`config.mk`:
```
export PLATFORM = sky130hd
export DESIGN_NAME = jet_class_argmax
export DESIGN_NICKNAME = d
export VERILOG_FILES = /design/src/rtl/jet_tag_pkg.sv /design/src/rtl/argmax_cmp_sel.sv /design/src/rtl/jet_class_argmax.sv
export SDC_FILE = /design/constraint.sdc
export NUM_CORES = 1
export LEC_CHECK = 0
export ABC_AREA = 1
export BUFFER_PORTS_ARGS = -buffer_cell sky130_fd_sc_hd__buf_2
export CAP_MARGIN = 25
export CORE_MARGIN = 2
export CORE_UTILIZATION = 50
export CTS_CLUSTER_SIZE = 28
export DETAILED_ROUTE_END_ITERATION = 6
export PLACE_DENSITY = 0.81
export RECOVER_POWER = 50
export SLEW_MARGIN = 20
export SYNTH_ARGS = -nofsm -noshare
export SYNTH_HDL_FRONTEND = slang
export SYNTH_HIERARCHICAL = 1
export SYNTH_SLANG_ARGS = --single-unit
```
`constraint.sdc`:
```
create_clock -name clk -period 3.6 [get_ports clk]
set_clock_uncertainty 0.1 [all_clocks]
set_input_delay 0.9 -clock clk [delete_from_list [all_inputs] [get_ports clk]]
set_output_delay 0.9 -clock clk [all_outputs]
set_load 0.01 [all_outputs]
```
`src/rtl/jet_tag_pkg.sv`:
```
// ---------------------------------------------------------------------------
// jet_tag_pkg
// Shared constants and types for the jet-tagging classification stage.
// The logit format matches the dense_4 output layer: WIDTH-bit two's
// complement with NFRAC fractional bits (Q6.7 by default).
//
// Optional feature macro used by the importing modules: TOP2_MARGIN_EN
// (runner-up tracking and max-minus-runner-up margin output).
// ---------------------------------------------------------------------------
package jet_tag_pkg;

   // Number of logits per vector (dense_4 output count).
   localparam int N_CLASSES = 5;

   // Logit bit width, two's complement.
   localparam int WIDTH = 14;

   // Fractional bits; documents the number format only, no arithmetic uses it.
   localparam int NFRAC = 7;

   // Class index width.
   localparam int IDX_W = $clog2(N_CLASSES);

   typedef logic signed [WIDTH-1:0] logit_t;
   typedef logic [IDX_W-1:0]        class_idx_t;

   // Most negative representable logit; seeds the runner-up so the first
   // non-winning candidate always displaces it unless it is itself the minimum.
   localparam logit_t LOGIT_MIN = {1'b1, {(WIDTH-1){1'b0}}};

   // Index of the final candidate examined during a scan.
   localparam class_idx_t LAST_IDX = class_idx_t'(N_CLASSES - 1);

   typedef enum logic [1:0] {
      ST_IDLE = 2'd0,
      ST_SCAN = 2'd1,
      ST_DONE = 2'd2
   } state_t;

endpackage : jet_tag_pkg

```
`src/rtl/argmax_cmp_sel.sv`:
```
// ---------------------------------------------------------------------------
// argmax_cmp_sel
// Combinational compare/select step of the sequential argmax scan. Compares
// one candidate logit against the current best (signed, strict greater-than
// so the lowest index wins ties) and returns the next best value/index.
//
// Optional feature macro: TOP2_MARGIN_EN. When defined the runner-up value
// and index are also tracked: a new maximum demotes the old best into the
// runner-up slot, otherwise a candidate strictly above the runner-up (which
// includes one equal to the best) becomes the new runner-up.
//
// Ports:
//   cand            in   candidate logit
//   cand_idx        in   candidate class index
//   best            in   current maximum
//   best_idx        in   index of current maximum
//   next_best       out  maximum after considering the candidate
//   next_best_idx   out  index of that maximum
//   second          in   current runner-up            (TOP2_MARGIN_EN)
//   second_idx      in   index of current runner-up   (TOP2_MARGIN_EN)
//   next_second     out  runner-up after candidate    (TOP2_MARGIN_EN)
//   next_second_idx out  index of that runner-up      (TOP2_MARGIN_EN)
// ---------------------------------------------------------------------------
module argmax_cmp_sel
   import jet_tag_pkg::*;
(
   input  logit_t     cand,
   input  class_idx_t cand_idx,
   input  logit_t     best,
   input  class_idx_t best_idx,
   output logit_t     next_best,
   output class_idx_t next_best_idx
`ifdef TOP2_MARGIN_EN
   ,
   input  logit_t     second,
   input  class_idx_t second_idx,
   output logit_t     next_second,
   output class_idx_t next_second_idx
`endif
);

   // logit_t is signed, so the relational operators below compare signed.
   always_comb begin
      next_best     = best;
      next_best_idx = best_idx;
`ifdef TOP2_MARGIN_EN
      next_second     = second;
      next_second_idx = second_idx;
`endif
      if (cand > best) begin
         next_best     = cand;
         next_best_idx = cand_idx;
`ifdef TOP2_MARGIN_EN
         next_second     = best;
         next_second_idx = best_idx;
`endif
      end
`ifdef TOP2_MARGIN_EN
      else if (cand > second) begin
         next_second     = cand;
         next_second_idx = cand_idx;
      end
`endif
   end

endmodule : argmax_cmp_sel

```
`src/rtl/jet_class_argmax.sv`:
```
// ---------------------------------------------------------------------------
// jet_class_argmax
// Classification stage after the dense_4 layer of the jet-tagging network.
// Captures one vector of N_CLASSES signed logits, scans it one comparison per
// cycle and presents the winning class index and logit over valid/ready.
// A new vector is accepted only in IDLE; there is no overlap between vectors.
//
// Timeline: the accept edge loads logit[0] as the running best, then one
// SCAN cycle per remaining logit; the result registers are loaded on the
// final SCAN edge, so out_valid is high N_CLASSES cycles after the accept
// cycle and the next vector can be taken N_CLASSES+1 cycles after the last.
//
// Optional feature macro: TOP2_MARGIN_EN adds runner-up tracking and the
// out_second_class / out_margin ports. Without it those ports and the
// runner-up registers do not exist.
//
// Ports:
//   clk              in   clock
//   rst_n            in   asynchronous active-low reset
//   in_valid         in   logit vector valid
//   in_ready         out  block can accept a vector
//   in_logits        in   packed logits, class k at [k*WIDTH +: WIDTH]
//   out_valid        out  result valid
//   out_ready        in   consumer accepts the result
//   out_class        out  index of the maximum logit
//   out_logit        out  maximum logit value
//   out_second_class out  runner-up index               (TOP2_MARGIN_EN)
//   out_margin       out  unsigned max minus runner-up   (TOP2_MARGIN_EN)
// ---------------------------------------------------------------------------
module jet_class_argmax
   import jet_tag_pkg::*;
(
   input  logic                         clk,
   input  logic                         rst_n,
   input  logic                         in_valid,
   output logic                         in_ready,
   input  logic [N_CLASSES*WIDTH-1:0]   in_logits,
   output logic                         out_valid,
   input  logic                         out_ready,
   output class_idx_t                   out_class,
   output logit_t                       out_logit
`ifdef TOP2_MARGIN_EN
   ,
   output class_idx_t                   out_second_class,
   output logic [WIDTH:0]               out_margin
`endif
);

   state_t     state;
   state_t     next_state;

   logit_t     logits [N_CLASSES];
   logit_t     best;
   class_idx_t best_idx;
   class_idx_t idx;

   logit_t     cand;
   logit_t     next_best;
   class_idx_t next_best_idx;

`ifdef TOP2_MARGIN_EN
   logit_t     second;
   class_idx_t second_idx;
   logit_t     next_second;
   class_idx_t next_second_idx;
`endif

   logic       accept;
   logic       handshake;

   assign accept    = in_valid && in_ready;
   assign handshake = out_valid && out_ready;
   assign cand      = logits[idx];

   argmax_cmp_sel u_cmp_sel (
      .cand            (cand),
      .cand_idx        (idx),
      .best            (best),
      .best_idx        (best_idx),
      .next_best       (next_best),
      .next_best_idx   (next_best_idx)
`ifdef TOP2_MARGIN_EN
      ,
      .second          (second),
      .second_idx      (second_idx),
      .next_second     (next_second),
      .next_second_idx (next_second_idx)
`endif
   );

   // Next-state logic: IDLE waits for a vector, SCAN walks indices 1..N-1,
   // DONE holds the result until the consumer takes it.
   always_comb begin
      next_state = state;
      case (state)
         ST_IDLE: if (accept)          next_state = ST_SCAN;
         ST_SCAN: if (idx == LAST_IDX) next_state = ST_DONE;
         ST_DONE: if (handshake)       next_state = ST_IDLE;
         default:                      next_state = ST_IDLE;
      endcase
   end

   // in_ready is registered from next_state so it is low while reset is held
   // and rises on the first edge after release; afterwards it equals
   // (state == IDLE).
   always_ff @(posedge clk or negedge rst_n) begin
      if (!rst_n) begin
         state    <= ST_IDLE;
         in_ready <= 1'b0;
      end else begin
         state    <= next_state;
         in_ready <= (next_state == ST_IDLE);
      end
   end

   // Datapath: capture the vector on accept, fold one candidate per SCAN
   // cycle, and load the result registers on the last compare so they are
   // already stable when out_valid rises. Reset discards any scan in flight.
   always_ff @(posedge clk or negedge rst_n) begin
      if (!rst_n) begin
         for (int k = 0; k < N_CLASSES; k++) begin
            logits[k] <= '0;
         end
         best      <= '0;
         best_idx  <= '0;
         idx       <= '0;
         out_valid <= 1'b0;
         out_class <= '0;
         out_logit <= '0;
`ifdef TOP2_MARGIN_EN
         second           <= '0;
         second_idx       <= '0;
         out_second_class <= '0;
         out_margin       <= '0;
`endif
      end else begin
         case (state)
            ST_IDLE: begin
               if (accept) begin
                  for (int k = 0; k < N_CLASSES; k++) begin
                     logits[k] <= logit_t'(in_logits[k*WIDTH +: WIDTH]);
                  end
                  best     <= logit_t'(in_logits[0 +: WIDTH]);
                  best_idx <= '0;
                  idx      <= class_idx_t'(1);
`ifdef TOP2_MARGIN_EN
                  second     <= LOGIT_MIN;
                  second_idx <= '0;
`endif
               end
            end
            ST_SCAN: begin
               best     <= next_best;
               best_idx <= next_best_idx;
               idx      <= idx + class_idx_t'(1);
`ifdef TOP2_MARGIN_EN
               second     <= next_second;
               second_idx <= next_second_idx;
`endif
               if (idx == LAST_IDX) begin
                  out_valid <= 1'b1;
                  out_class <= next_best_idx;
                  out_logit <= next_best;
`ifdef TOP2_MARGIN_EN
                  // One extra bit: the full span +8191 - (-8192) must fit.
                  out_second_class <= next_second_idx;
                  out_margin       <= {next_best[WIDTH-1], next_best}
                                    - {next_second[WIDTH-1], next_second};
`endif
               end
            end
            ST_DONE: begin
               if (out_ready) begin
                  out_valid <= 1'b0;
               end
            end
            default: begin
               out_valid <= 1'b0;
            end
         endcase
      end
   end

endmodule : jet_class_argmax

```
==> results of run 1 <==
[final timing paths]
check | slack (ps) | startpoint | cells after the start | end
worst max register to register | 390 | idx[1]$_DFFE_PN0P_ | 18 | best[13]$_DFFE_PN0P_
worst max-delay path | 390 | idx[1]$_DFFE_PN0P_ | 18 | best[13]$_DFFE_PN0P_
min in group asynchronous | 730 | rst_n | 1 | out_logit[10]$_DFFE_PN0P_
worst min register to register | 370 | out_logit[12]$_DFFE_PN0P_ | 2 | out_logit[12]$_DFFE_PN0P_
worst min-delay path | 370 | out_logit[12]$_DFFE_PN0P_ | 2 | out_logit[12]$_DFFE_PN0P_
max in group asynchronous | 570 | rst_n | 2 | logits[22]$_DFFE_PN0P_
[Yosys cell counts, drive strengths merged]
cell type    n  area (sq um)
a21oi        6          30.0
buf         36           214
clkbuf       6          33.8
dfrtp      111          2780
ha          16           200
inv         34           128
nand2      452          1720
nand2b       1          6.26
nand3      107           553
nand4        1          21.3
nor2         9          46.3
o21ai       10          50.0
or2          1          6.26
[layer usage]
layer / share of wire / wire [um]
met5: 0 / 0
met1: 0.48 / 6490
met2: 0.45 / 6080
met3: 0.053 / 721
met4: 0.018 / 249
[per-stage QoR]
stage	cell area (sq um)	hold slack (ps)
final	6580	370
after global routing	6580	393
after CTS	6600	373
after detailed placement	6290	355
after global placement	6290	348
after floorplan	5790	349
[power by group through the flow]
stage / registers [mW] / logic (mW) / clock network [mW]
finish: 2.15 / 3.76 / 1.03
global route: 2.22 / 4.30 / 1.09
CTS: 2.15 / 3.76 / 1.05
detailed placement: 2.16 / 3.71 / 0
global placement: 2.16 / 3.60 / 0
floorplan: 2.11 / 3.06 / 0
[flip-flops by register name, summed over array words and instances (netlist names)]
name,count
state,2
in_ready,1
best,14
logits,70
out_valid,1
best_idx,3
out_class,3
out_logit,14
idx,3
[worst register-to-register path, stage by stage (launching register included)]
cell and delay [ps]:
dfrtp_1 500, inv_1 430, nand3_1 140, nand3_1 100
nand2_1 110, ha_1 370, nand2_1 100, nor2_2 150
inv_2 60, nor2_4 150, nand2_2 90, nand3_1 140
nand3_4 220, nand2_1 140, nand2_1 70, nand2_1 60
nand2_1 50, nand2_1 60, nand2_1 60
[layout make-up]
cell class	instances	area share
clock buffer	11	0.0384
clock inverter	5	0.00856
inverter	34	0.0194
multi-input combinational	603	0.400
sequential	111	0.422
tap	143	0.0272
timing repair buffer	104	0.0835
[cells by family after synthesis]
group,Yosys count
compound gates,16
fa+ha+maj,16
buf+inv,76
flops,111
simple gates,571
==> reports/results.txt, run 1 <==
Pin count of the biggest net entering global routing: 61
Area occupied by multi-input gates: 2630 sq um
Root Buffer: clkbuf_16
CP Max Fanout: 17
Hpwl dp: 9.60 mm
Hold Fails Final Rpt: 0
Synth Area in Adders: 0.0346
Sw Pwr: 3.32 mW
GR Layer Usage met1: 0.343
Maximum root-to-sink buffer count: 2
Netlist cell types: 27
Iteration-0 DRC Markers: 393
ANT nets after route: 0
Sequential cell fraction of total power: 0.310
Htree depth: 3
PnR worst setup slack: 393 ps
Most frequent cells in the layout: 445 x nand2_1, 111 x dfrtp_1, 105 x nand3_1
Unrepaired setup endpoints after global routing: no
Post-route insts no fill: 1,011
Max Slew Vio Count: 0
Post-Route Utilization: 0.578
Clock group share of total power: 0.148
CP max-delay cell: dfrtp_1
Ant. Diodes: 0
WL per Instance: 13.4 um
DRT Pass-1 Iters: 5
Setup total negative slack: 0 ps
Initial antenna violation count: 0
Worst EP required: 3740 ps
I/O Buffers: 92
Core Area: 11,400 sq um
Post-layout min period: 3210 ps
Status: completed
# DRC: 0
Comb power frac: 0.541
Die footprint: 12,400 sq um
IO Pins: 93
Die Wd: 112 um
Synth Net Count: 880
Starting Density: 0.509
Worst-Margin Slew: 1480 ps
CP bufs+invs: 2
FF/Latch Area: 2780 sq um
Area added between synthesis and finish: 13.6%
Met2 Use GR: 0.344
Data arrival time of the critical path: 3350 ps
# hold bufs at CTS: 0
Post-synthesis cell area: 5790 sq um
Met3 Use GR: 0.0256
# rows: 39
Critical setup path kind: reg -> reg
Tcrit/Tclk final: 0.891
Worst path top cell family by delay: simple AND/OR/NAND/NOR gates
F_max: 312 MHz
Worst-path clk slew: 80 ps
Setup WS pre-CTS: 449 ps
Total GRT Usage: 0.228
Internal power: 3.62 mW
# setup viols final: 0
Simple-gate share of the synthesized area: 0.407
DP Cell Count: 995
Cell Pwr Density: 1060 nW/um^2
CTS tree: yes
Avg Cell Area, Syn: 7.32 sq um
Layout cells sized above 1: 0.147
Post-layout net count: 953
Normalized max-slew margin: 0.0162
PostCTS Resize Cnt: 0
Clk Latency, worst-skew pair: 350 ps
GPL Wtd Cong: 0.872
Largest family of logic cells by synthesized area: simple AND/OR/NAND/NOR gates
Total Power: 6.94 mW
Final wirelength: 13.5 mm
CP max stage delay: 500 ps
Sequential-to-total area share from yosys stat: 0.480
Pleak: 3.75 nW
Startpoint types: register
Via density: 5.12
Vias in the first global route: 4,837
Crit-path most repeated cell: nand2_1
# Post-CTS Setup Buffers: 0
Total CTS buffers: 9
Compound-cell area share of the yosys netlist: 0.0138
Maximum vdd drop: 0.000720 V
Cell Chain, Critical Path: inv_1 -> nand3_1 -> nand3_1 -> nand2_1 -> ha_1 -> nand2_1 -> nor2_2 -> inv_2 -> nor2_4 -> nand2_2 -> nand3_1 -> nand3_4 -> nand2_1 -> nand2_1 -> nand2_1 -> nand2_1 -> nand2_1 -> nand2_1
CTS Sinks: 111
First-pass GRT wire length: 23.1 mm
Synth warn: 6
Post-synthesis mux area share: 0
Synth Area in XOR/XNOR: 0
Most common cell after layout, fill and taps aside: nand2_1
Switching share of total power: 0.478
Overflow after GRT: 0
Post-Syn Instances: 790
Type of the most critical hold path: reg -> reg
Max Cap Viol: 0
Fill cell count: 1,089
Worst setup EP type: register
Vias: 5,172
Die height: 112 um
Yosys reg bits: 111
Grt peak-use layer: met2
Note: power is estimated with default switching activity, not from simulation.
==> run 2, diff against run 1 <==
- clock period: 3.6 -> 3.25 ns (I/O delays scaled with it)
==> run 2 against run 1 <==
Net effect:
- via count is 0.97% higher
- largest power group unchanged
- die area stayed put
- sequential cell count stayed put
- wire length is 1.1% higher
- critical path type unchanged
- core utilization is 0.11 points higher
- sequential share of layout area is 0.061 points lower
- highest routed layer unchanged
==> reports/results.txt, run 2 (synthesis results as in run 1) <==
FF/Latch Area: 2780 sq um
Initial antenna violation count: 0
CTS tree: yes
Metal2 WL: 6.28 mm
DRT Pass-1 Iters: 5
WL met3: 857 um
# hold bufs at CTS: 0
Hpwl dp: 9.54 mm
Final wirelength: 13.7 mm
Max Slew Vio Count: 0
Total GRT Usage: 0.228
Vias in the first global route: 4,871
Regs by FF count: logits (70), best (14), out_logit (14)
Cell Pwr Density: 1160 nW/um^2
Normalized max-slew margin: 0.177
Pin count of the biggest net entering global routing: 90
Via density: 5.16
Fill cell count: 1,057
Biggest register: logits
Reg2reg path depth: 20
Ant. Diodes: 0
Overflow after GRT: 0
GPL Wtd Cong: 0.861
FF-to-FF setup slack: 250 ps
Worst r2r dst: best[12]$_DFFE_PN0P_
Worst-path clk slew: 70 ps
F_max: 334 MHz
Post-route cell area: 6590 sq um
Die Wd: 112 um
ANT nets after route: 0
Tcrit/Tclk final: 0.922
IO Pins: 93
CTS Sinks: 111
Setup crit end: best[12]$_DFFE_PN0P_
First-pass GRT wire length: 23.3 mm
Max Cap Viol: 0
# rows: 39
Htree depth: 3
Iteration-0 DRC Markers: 446
Die height: 112 um
Total Power: 7.67 mW
Worst EP required: 3380 ps
Type of the most critical hold path: reg -> reg
Post-layout net count: 955
Worst setup EP type: register
WL per Instance: 13.5 um
Die footprint: 12,400 sq um
Layout cells sized above 1: 0.158
Starting Density: 0.509
Wire length on met1: 6.41 mm
Setup total negative slack: 0 ps
Post-Route Utilization: 0.579
Status: completed
# Post-CTS Setup Buffers: 0
Post-layout min period: 3000 ps
Unrepaired setup endpoints after global routing: no
Most frequent cells in the layout: 446 x nand2_1, 110 x dfrtp_1, 105 x nand3_1
Total CTS buffers: 9
PostCTS Resize Cnt: 0
Startpoint types: register
Maximum root-to-sink buffer count: 2
Area occupied by multi-input gates: 2630 sq um
R2r startpoint: idx[0]$_DFFE_PN0P_
Setup WS pre-CTS: 277 ps
Root Buffer: clkbuf_16
Post-route insts no fill: 1,012
Clk Latency, worst-skew pair: 350 ps
CP Max Fanout: 17
Top sig layer: met4
Critical setup path kind: reg -> reg
# DRC: 0
Area post-placement: 6320 sq um
DP Cell Count: 997
Pleak: 3.78 nW
Hold slack final: 365 ps
I/O Buffers: 92
PnR worst setup slack: 252 ps
Hold Fails Final Rpt: 0
Area added between synthesis and finish: 13.9%
Vias: 5,222
Data arrival time of the critical path: 3130 ps
Worst-Margin Slew: 1230 ps
Most common cell after layout, fill and taps aside: nand2_1
Maximum vdd drop: 0.000733 V
Number of flip-flops under the largest register name: 70
Core Area: 11,400 sq um
# setup viols final: 0
Setup crit start: idx[0]$_DFFE_PN0P_
==> run 2: layout make-up <==
cell class | instances | share of cell area
clock inverter | 4 | 0.00456
multi-input combinational | 603 | 0.400
clock buffer | 11 | 0.0368
timing repair buffer | 106 | 0.0898
inverter | 34 | 0.0199
tap | 143 | 0.0272
sequential | 111 | 0.422
==> run 2: worst min path at each step <==
stage / slack, ps / startpoint / cells after the start / end
2_1_floorplan: 350 / logits[14]$_DFFE_PN0P_ / 2 / logits[14]$_DFFE_PN0P_
3_3_place_gp: 350 / out_logit[12]$_DFFE_PN0P_ / 2 / out_logit[12]$_DFFE_PN0P_
3_5_place_dp: 350 / out_logit[12]$_DFFE_PN0P_ / 2 / out_logit[12]$_DFFE_PN0P_
4_1_cts: 370 / out_class[2]$_DFFE_PN0P_ / 2 / out_class[2]$_DFFE_PN0P_
5_1_grt: 400 / logits[57]$_DFFE_PN0P_ / 2 / logits[57]$_DFFE_PN0P_
6_report: 360 / out_class[2]$_DFFE_PN0P_ / 2 / out_class[2]$_DFFE_PN0P_
==> run 2: critical path: stages (launching register included) <==
cell     delay (ps)
dfrtp_2         420
inv_1            70
buf_4           190
nand2_1          70
nand3_1          80
nand3_1         110
nand2_1         100
ha_1            360
nand2_1         100
nor2_2          170
inv_2            60
nor2_4          150
nand2_2          90
nand3_1         130
nand3_4         210
nand2_1         110
nand2_1         100
nand2_1          90
nand2_1          50
nand2_1          50
nand2_1          50
==> run 2: routing by layer <==
layer  track usage  vias to the layer above
li1              -                     2603
met1         0.340                     2401
met2         0.354                      206
met3        0.0316                       12
met4        0.0601                        0
met5             0                        -
==> run 2: power by group <==
group | switching (mW) | internal [mW] | leakage, nW
clock network | 0.503 | 0.541 | 0.132
registers | 0.375 | 2.00 | 1.40
logic | 2.82 | 1.42 | 2.24
total | 3.70 | 3.96 | 3.78
